### config.mk
export PLATFORM = sky130hd
export DESIGN_NAME = exc_ctrl_flat
export DESIGN_NICKNAME = d
export VERILOG_FILES = /design/src/rtl/exc_ctrl_if.sv /design/src/rtl/exc_ctrl.sv /design/src/flat_wrapper.sv
export SDC_FILE = /design/constraint.sdc
export NUM_CORES = 1
export LEC_CHECK = 0
export CAP_MARGIN = 5
export CELL_PAD_IN_SITES_DETAIL_PLACEMENT = 1
export CELL_PAD_IN_SITES_GLOBAL_PLACEMENT = 1
export CORE_MARGIN = 2
export CORE_UTILIZATION = 30
export DETAILED_ROUTE_END_ITERATION = 10
export GPL_TIMING_DRIVEN = 0
export PLACE_DENSITY_LB_ADDON = 0.1
export SLEW_MARGIN = 15
export SYNTH_ARGS = -nofsm -noshare
export SYNTH_HDL_FRONTEND = slang
export SYNTH_SLANG_ARGS = --single-unit
export TNS_END_PERCENT = 5
### constraint.sdc
create_clock -name clk -period 4.4 [get_ports clk]
set_clock_uncertainty 0.1 [all_clocks]
set_input_delay 0.44 -clock clk [delete_from_list [all_inputs] [get_ports clk]]
set_output_delay 0.44 -clock clk [all_outputs]
set_load 0.01 [all_outputs]
### src/rtl/exc_ctrl_if.sv
// exc_ctrl_if: bundles the decode-side trap requests, CP0 inputs and the
// exception/redirect outputs of exc_ctrl.
//   slave  : exc_ctrl side (requests/status/epc in, pulses/redirect out)
//   master : pipeline/CP0 side (the opposite directions)
interface exc_ctrl_if;
  logic        syscall_req;
  logic        break_req;
  logic        teq_req;
  logic        eret_req;
  logic        irq;
  logic [31:0] instr_pc;
  logic [31:0] status;
  logic [31:0] epc;
  logic        exception;
  logic        eret;
  logic [31:0] cause;
  logic [31:0] exc_pc;
  logic        stall;
  logic        redirect;
  logic [31:0] redirect_pc;
  logic        irq_ack;
  modport slave (
    input  syscall_req, break_req, teq_req, eret_req, irq, instr_pc, status, epc,
    output exception, eret, cause, exc_pc, stall, redirect, redirect_pc, irq_ack
  );
  modport master (
    output syscall_req, break_req, teq_req, eret_req, irq, instr_pc, status, epc,
    input  exception, eret, cause, exc_pc, stall, redirect, redirect_pc, irq_ack
  );
endinterface

### src/rtl/exc_ctrl.sv
// exc_ctrl: exception initiator for CP0. Picks one trap (eret > syscall >
// break > teq > interrupt) against CP0 status, pulses exception/eret with
// cause and pc, stalls the pipeline, then redirects fetch.
//   clk, rst (async, active-low)
//   bus.slave : trap requests, irq, instr_pc, status, epc in;
//               exception, eret, cause, exc_pc, stall, redirect,
//               redirect_pc, irq_ack out (all registered)
module exc_ctrl #(
  parameter logic [31:0] HANDLER_ADDR = 32'h0040_0004,
  parameter int          FLUSH_CYCLES = 2,
  parameter int          SYNC_STAGES  = 2
) (
  input logic        clk,
  input logic        rst,
  exc_ctrl_if.slave  bus
);
  localparam int CW = (FLUSH_CYCLES > 1) ? $clog2(FLUSH_CYCLES) : 1;
  typedef enum logic [1:0] {IDLE, COMMIT, FLUSH, REDIRECT} state_t;
  state_t                 state_q, state_d;
  logic [SYNC_STAGES-1:0] sync_q, sync_d;
  logic                   irq_prev_q, irq_prev_d;
  logic                   int_pend_q, int_pend_d;
  logic [CW-1:0]          cnt_q, cnt_d;
  logic                   is_eret_q, is_eret_d;
  logic [4:0]             code_q, code_d;
  logic [31:0]            pc_q, pc_d;
  logic                   exception_q, exception_d;
  logic                   eret_q, eret_d;
  logic                   stall_q, stall_d;
  logic                   redirect_q, redirect_d;
  logic [31:0]            redirect_pc_q, redirect_pc_d;
  logic                   irq_ack_q, irq_ack_d;
  logic                   take_sys, take_brk, take_teq, take_int, win, only_int;
  logic                   unused_status;
  assign unused_status = ^bus.status[31:5];
  assign take_sys = bus.status[0] & bus.status[1] & bus.syscall_req;
  assign take_brk = bus.status[0] & bus.status[2] & bus.break_req;
  assign take_teq = bus.status[0] & bus.status[3] & bus.teq_req;
  assign take_int = bus.status[0] & bus.status[4] & int_pend_q;
  assign win      = bus.eret_req | take_sys | take_brk | take_teq | take_int;
  assign only_int = ~(bus.eret_req | take_sys | take_brk | take_teq);
  assign bus.exception   = exception_q;
  assign bus.eret        = eret_q;
  assign bus.cause       = {25'd0, code_q, 2'b00};
  assign bus.exc_pc      = pc_q;
  assign bus.stall       = stall_q;
  assign bus.redirect    = redirect_q;
  assign bus.redirect_pc = redirect_pc_q;
  assign bus.irq_ack     = irq_ack_q;
  // Outputs are computed for the next state so they appear registered
  // during the state they belong to.
  always_comb begin
    state_d       = state_q;
    cnt_d         = cnt_q;
    is_eret_d     = is_eret_q;
    code_d        = code_q;
    pc_d          = pc_q;
    exception_d   = 1'b0;
    eret_d        = 1'b0;
    irq_ack_d     = 1'b0;
    redirect_d    = 1'b0;
    stall_d       = 1'b0;
    redirect_pc_d = redirect_pc_q;
    sync_d        = {sync_q[SYNC_STAGES-2:0], bus.irq};
    irq_prev_d    = sync_q[SYNC_STAGES-1];
    // Pending clears at the end of the acknowledging COMMIT cycle.
    int_pend_d    = (int_pend_q & ~irq_ack_q) | (sync_q[SYNC_STAGES-1] & ~irq_prev_q);
    case (state_q)
      IDLE: if (win) begin
        state_d     = COMMIT;
        is_eret_d   = bus.eret_req;
        code_d      = bus.eret_req ? 5'h00 : take_sys ? 5'h08 : take_brk ? 5'h09 :
                      take_teq ? 5'h0D : 5'h00;
        pc_d        = bus.instr_pc;
        stall_d     = 1'b1;
        exception_d = ~bus.eret_req;
        eret_d      = bus.eret_req;
        irq_ack_d   = only_int;
      end
      COMMIT: begin
        state_d = FLUSH;
        cnt_d   = CW'(FLUSH_CYCLES - 1);
        stall_d = 1'b1;
      end
      FLUSH: begin
        stall_d = 1'b1;
        if (cnt_q == '0) begin
          state_d       = REDIRECT;
          redirect_d    = 1'b1;
          redirect_pc_d = is_eret_q ? bus.epc : HANDLER_ADDR;
        end else begin
          cnt_d = cnt_q - CW'(1);
        end
      end
      default: state_d = IDLE;
    endcase
  end
  always_ff @(posedge clk or negedge rst) begin
    if (!rst) begin
      state_q       <= IDLE;
      sync_q        <= '0;
      irq_prev_q    <= 1'b0;
      int_pend_q    <= 1'b0;
      cnt_q         <= '0;
      is_eret_q     <= 1'b0;
      code_q        <= '0;
      pc_q          <= '0;
      exception_q   <= 1'b0;
      eret_q        <= 1'b0;
      stall_q       <= 1'b0;
      redirect_q    <= 1'b0;
      redirect_pc_q <= '0;
      irq_ack_q     <= 1'b0;
    end else begin
      state_q       <= state_d;
      sync_q        <= sync_d;
      irq_prev_q    <= irq_prev_d;
      int_pend_q    <= int_pend_d;
      cnt_q         <= cnt_d;
      is_eret_q     <= is_eret_d;
      code_q        <= code_d;
      pc_q          <= pc_d;
      exception_q   <= exception_d;
      eret_q        <= eret_d;
      stall_q       <= stall_d;
      redirect_q    <= redirect_d;
      redirect_pc_q <= redirect_pc_d;
      irq_ack_q     <= irq_ack_d;
    end
  end
endmodule

### src/flat_wrapper.sv
// flat-port wrapper written by rule: the top's interface ports become plain ports
module exc_ctrl_flat 
#(
  parameter logic [31:0] HANDLER_ADDR = 32'h0040_0004,
  parameter int          FLUSH_CYCLES = 2,
  parameter int          SYNC_STAGES  = 2
)
  (clk, rst, bus_syscall_req, bus_break_req, bus_teq_req, bus_eret_req, bus_irq, bus_instr_pc, bus_status, bus_epc, bus_exception, bus_eret, bus_cause, bus_exc_pc, bus_stall, bus_redirect, bus_redirect_pc, bus_irq_ack);
  exc_ctrl_if bus_i ();
  input logic clk;
  input logic rst;
  input wire logic [$bits(bus_i.syscall_req)-1:0] bus_syscall_req;
  input wire logic [$bits(bus_i.break_req)-1:0] bus_break_req;
  input wire logic [$bits(bus_i.teq_req)-1:0] bus_teq_req;
  input wire logic [$bits(bus_i.eret_req)-1:0] bus_eret_req;
  input wire logic [$bits(bus_i.irq)-1:0] bus_irq;
  input wire logic [$bits(bus_i.instr_pc)-1:0] bus_instr_pc;
  input wire logic [$bits(bus_i.status)-1:0] bus_status;
  input wire logic [$bits(bus_i.epc)-1:0] bus_epc;
  output wire logic [$bits(bus_i.exception)-1:0] bus_exception;
  output wire logic [$bits(bus_i.eret)-1:0] bus_eret;
  output wire logic [$bits(bus_i.cause)-1:0] bus_cause;
  output wire logic [$bits(bus_i.exc_pc)-1:0] bus_exc_pc;
  output wire logic [$bits(bus_i.stall)-1:0] bus_stall;
  output wire logic [$bits(bus_i.redirect)-1:0] bus_redirect;
  output wire logic [$bits(bus_i.redirect_pc)-1:0] bus_redirect_pc;
  output wire logic [$bits(bus_i.irq_ack)-1:0] bus_irq_ack;
  assign bus_i.syscall_req = bus_syscall_req;
  assign bus_i.break_req = bus_break_req;
  assign bus_i.teq_req = bus_teq_req;
  assign bus_i.eret_req = bus_eret_req;
  assign bus_i.irq = bus_irq;
  assign bus_i.instr_pc = bus_instr_pc;
  assign bus_i.status = bus_status;
  assign bus_i.epc = bus_epc;
  assign bus_exception = bus_i.exception;
  assign bus_eret = bus_i.eret;
  assign bus_cause = bus_i.cause;
  assign bus_exc_pc = bus_i.exc_pc;
  assign bus_stall = bus_i.stall;
  assign bus_redirect = bus_i.redirect;
  assign bus_redirect_pc = bus_i.redirect_pc;
  assign bus_irq_ack = bus_i.irq_ack;
  exc_ctrl #(.HANDLER_ADDR(HANDLER_ADDR), .FLUSH_CYCLES(FLUSH_CYCLES), .SYNC_STAGES(SYNC_STAGES)) u_core (.clk(clk), .rst(rst), .bus(bus_i));
endmodule
==> metrics.log <==
INFO  metric outcome = completed
INFO  metric cp-startpoint = u_core.state_q[0]$_DFFE_PN0P_
INFO  metric synth_area_per_cell = 11.8 um2
INFO  metric worst_slack = 2.20 ns
INFO  metric synth.ff_latch_count = 80
INFO  metric drcViolationCount = 0
INFO  metric vdd_ir_drop_max = 0.272 mV
INFO  metric yosys.cell_types.count = 34
INFO  metric cap_viol_max_count = 0
INFO  metric cts_repair_resize_count = 0
INFO  metric report.final.hold_viol_count = 0
INFO  metric cts_tree = built
INFO  metric global_route.usage.total = 0.155
INFO  metric timing.max_slew.rel_slack = 0.666
INFO  metric via_count_of_the_first_global_routing_pass = 2935
INFO  metric hold_start = u_core.sync_q[0]$_DFF_PN0_
INFO  metric buffer_levels_on_the_longest_clock_path = 2
INFO  metric start_util = 0.309
INFO  metric timing.critical_path.cells = inv_1 -> ha_1 -> and4_2 -> a221o_1 -> buf_6 -> buf_12 -> mux2_4
INFO  metric grt_start_max_net_pins = 59
INFO  metric fillCellCount = around 1300
INFO  metric first_iteration_detailed_routing_drc_count = 78
INFO  metric instances_no_fill = 637
INFO  metric count_of_synthesis_stage_warnings_from_yosys = 0
INFO  metric final-setup-viol-count = 0
INFO  metric post_drt_wl_per_cell = 15.0 um
INFO  metric clock_insertion_delay_at_the_later_pin_of_the_skew_report = 0.32 ns
INFO  metric power_density = 678 nW/um2
INFO  metric critPathRequiredTime = 4.51 ns
INFO  metric worst_r2r_startpoint = u_core.state_q[0]$_DFFE_PN0P_
INFO  metric die_wd = between 100 and 150 um
INFO  metric grt_pass1_wl = 15.6 mm
INFO  metric worst-setup-path-type = reg2reg
INFO  metric synth_edf_count = 0
INFO  metric preCtsSetupSlack = 1.96 ns
INFO  metric worst_min_delay_path_class = reg2reg
INFO  metric final_min_period_over_clock_period = 0.501
INFO  metric rows = 39
INFO  metric synthArstFlopShare = 1.00
INFO  metric post_synth_instance_area = 3540 um2
INFO  metric drt_pass1_iterations = 4
INFO  metric critical_path.endpoint_type = register
INFO  metric max_slew.worst_pin.slew = 0.501 ns
INFO  metric total_leakage_power = 0.00259 uW
INFO  metric port_buffers = 147
INFO  metric antenna_cells_inserted = 0
INFO  metric path_clk_slew = 0.06 ns
INFO  metric seq_area_frac_synth = 0.565
INFO  metric num_vias = 2760
INFO  metric drive_gt1_frac = 0.176
INFO  metric drtAntennaViolNets = 0
INFO  metric worst_path_largest_cell_delay = 0.40 ns
INFO  metric dp.final_hpwl = 7.23 mm
INFO  metric synth-main-ff-cell = dfrtp_1
INFO  metric rsz0062_at_grt = false
INFO  metric clock_tree.htree_level_count = 3
INFO  metric ff2ff_setup_slack = around 2.2 ns
INFO  metric syn_to_final_growth = 59.6%
INFO  metric routabilityCongestion = 0.724
INFO  metric min_period = 2.20 ns
INFO  metric die-area = 12700 um2
INFO  metric post_layout_net_count = 595
INFO  metric postCtsSetupRepairBufs = 0
INFO  metric synth_instances = 301
INFO  metric critical_path_arrival = 2.31 ns
INFO  metric avgViaCountPerCell = 4.33
INFO  metric clock_net_sink_count = 80
INFO  metric worstSetupStartpointType = register
INFO  metric clock-root-buffer = clkbuf_16
INFO  metric critical_path_peak_fanout = 10
INFO  metric numPlacedInstances = 620
INFO  metric globalRoute.totalOverflow = 0
INFO  metric postRouteWirelength = 9.57 mm
INFO  metric design.core.area = 11500 um2
INFO  metric antenna_found_initial = 0
INFO  metric die_y = 113 um
INFO  metric timing.fmax = 454 MHz
INFO  metric slowest_stage = dfrtp_1
INFO  metric number_of_clock_buffers_inserted_by_tritoncts = 9
INFO  metric top_level_ports = 204
INFO  metric finalMaxSlewViolations = 0
[synth_stat cells, drive strengths merged, types with 3 or more instances]
master,number,area share
clkbuf,10,0.011
ha,3,0.011
nand3,4,0.0057
mux2,35,0.14
and2,4,0.0074
nand2,66,0.070
o21ai,34,0.048
inv,8,0.0085
nor2,3,0.0032
dfrtp,80,0.57
buf,33,0.082
[kinds of logic (layout without fill, tap and decap cells)]
| logic type | after synthesis | in the layout | synth area share |
|---|---|---|---|
| fa+ha+maj | 3 | 3 | 0.0106 |
| mux | 35 | 35 | 0.143 |
| buf+inv | 51 | 216 | 0.101 |
| flops | 80 | 80 | 0.565 |
| other cells | 1 | 29 | 0.00106 |
| simple gates | 80 | 80 | 0.0922 |
| compound gates | 51 | 51 | 0.0873 |
[critical path: cells and delay by family, from the launching register on]
family | cells | cell delay, ns
AOI/OAI and AO/OA | 1 | 0.28
DFF | 1 | 0.40
buffers and inverters | 3 | 0.40
muxes | 1 | 0.30
and+or+nand+nor | 1 | 0.31
adders and majority gates | 1 | 0.30
[flip-flops by register name, summed over array words and instances (netlist names)]
name,flops
u_core.bus.stall,1
u_core.bus.irq_ack,1
u_core.bus.exc_pc,32
u_core.bus.eret,1
u_core.state_q,2
u_core.cnt_q,1
u_core.is_eret_q,1
u_core.sync_q,2
u_core.int_pend_q,1
u_core.bus.redirect_pc,32
u_core.bus.exception,1
u_core.code_q,3
u_core.bus.redirect,1
u_core.irq_prev_q,1
[cell usage in the layout, fill, tap and decap left out, types with 2 or more instances in the layout]
| cell | instances |
|---|---|
| a211oi_1 | 2 |
| and2_1 | 3 |
| buf_12 | 3 |
| buf_4 | 30 |
| clkbuf_1 | 11 |
| clkbuf_16 | 9 |
| clkbuf_8 | 4 |
| clkdlybuf4s50_1 | 146 |
| conb_1 | 29 |
| dfrtp_1 | 80 |
| ha_1 | 3 |
| inv_1 | 8 |
| mux2_2 | 5 |
| mux2_4 | 30 |
| nand2_1 | 66 |
| nand3_1 | 4 |
| nor2_1 | 3 |
| o2111ai_1 | 2 |
| o21ai_0 | 34 |
[repair_timing]
| item | 4_1_cts | 5_1_grt |
|---|---|---|
| endpoints found under the setup margin | 0 | 0 |
| hold buffers | 1 | 0 |
| endpoints found under the hold margin | 22 | 0 |
[final timing paths]
path	end	depth (start not counted)
worst max-delay path	u_core.bus.exc_pc[13]$_DFFE_PN0P_	7
worst min-delay path	u_core.sync_q[1]$_DFF_PN0_	0
worst max register to register	u_core.bus.exc_pc[13]$_DFFE_PN0P_	7
worst min register to register	u_core.sync_q[1]$_DFF_PN0_	0
max in group asynchronous	u_core.bus.redirect_pc[4]$_DFFE_PN0P_	3
min in group asynchronous	u_core.bus.exc_pc[23]$_DFFE_PN0P_	2
[layer usage]
layer / global-route usage / routed length, um
met5: 0 / 0
met4: 0.0561 / 128
met1: 0.200 / 4080
met3: 0.0221 / 423
met2: 0.267 / 4930
[area by class of cell]
class / instances / area, um2 / share of cell area
Inverter: 8 / 30.0 / 0.00531
Tap cell: 143 / 179 / 0.0317
Buffer: 43 / 327 / 0.0578
Sequential cell: 80 / 2000 / 0.354
Timing Repair Buffer: 149 / 1510 / 0.267
Clock inverter: 2 / 35.0 / 0.00620
Clock buffer: 14 / 284 / 0.0503
Multi-Input combinational cell: 198 / 1290 / 0.228
[metrics by stage]
step	hold slack [ns]	power [uW]	setup TNS, ns	utilization	instance area [um2]
floorplan	0.0444	2190	0	-	3650
global placement	0.240	3040	-18.87	0.462	5300
detailed placement	0.246	3090	0	0.464	5320
CTS	0.259	3900	0	0.493	5650
global route	0.276	4090	0	0.493	5650
finish	0.254	3830	0	0.493	5650
[power by group]
| group | total, uW | internal, uW | leakage (uW) | switching (uW) |
|---|---|---|---|---|
| registers | 1240 | 1070 | 0.000993 | 178 |
| clock network | 783 | 501 | 0.000159 | 282 |
| logic | 1810 | 1060 | 0.00143 | 747 |
Note: power is estimated with default switching activity, not from simulation.
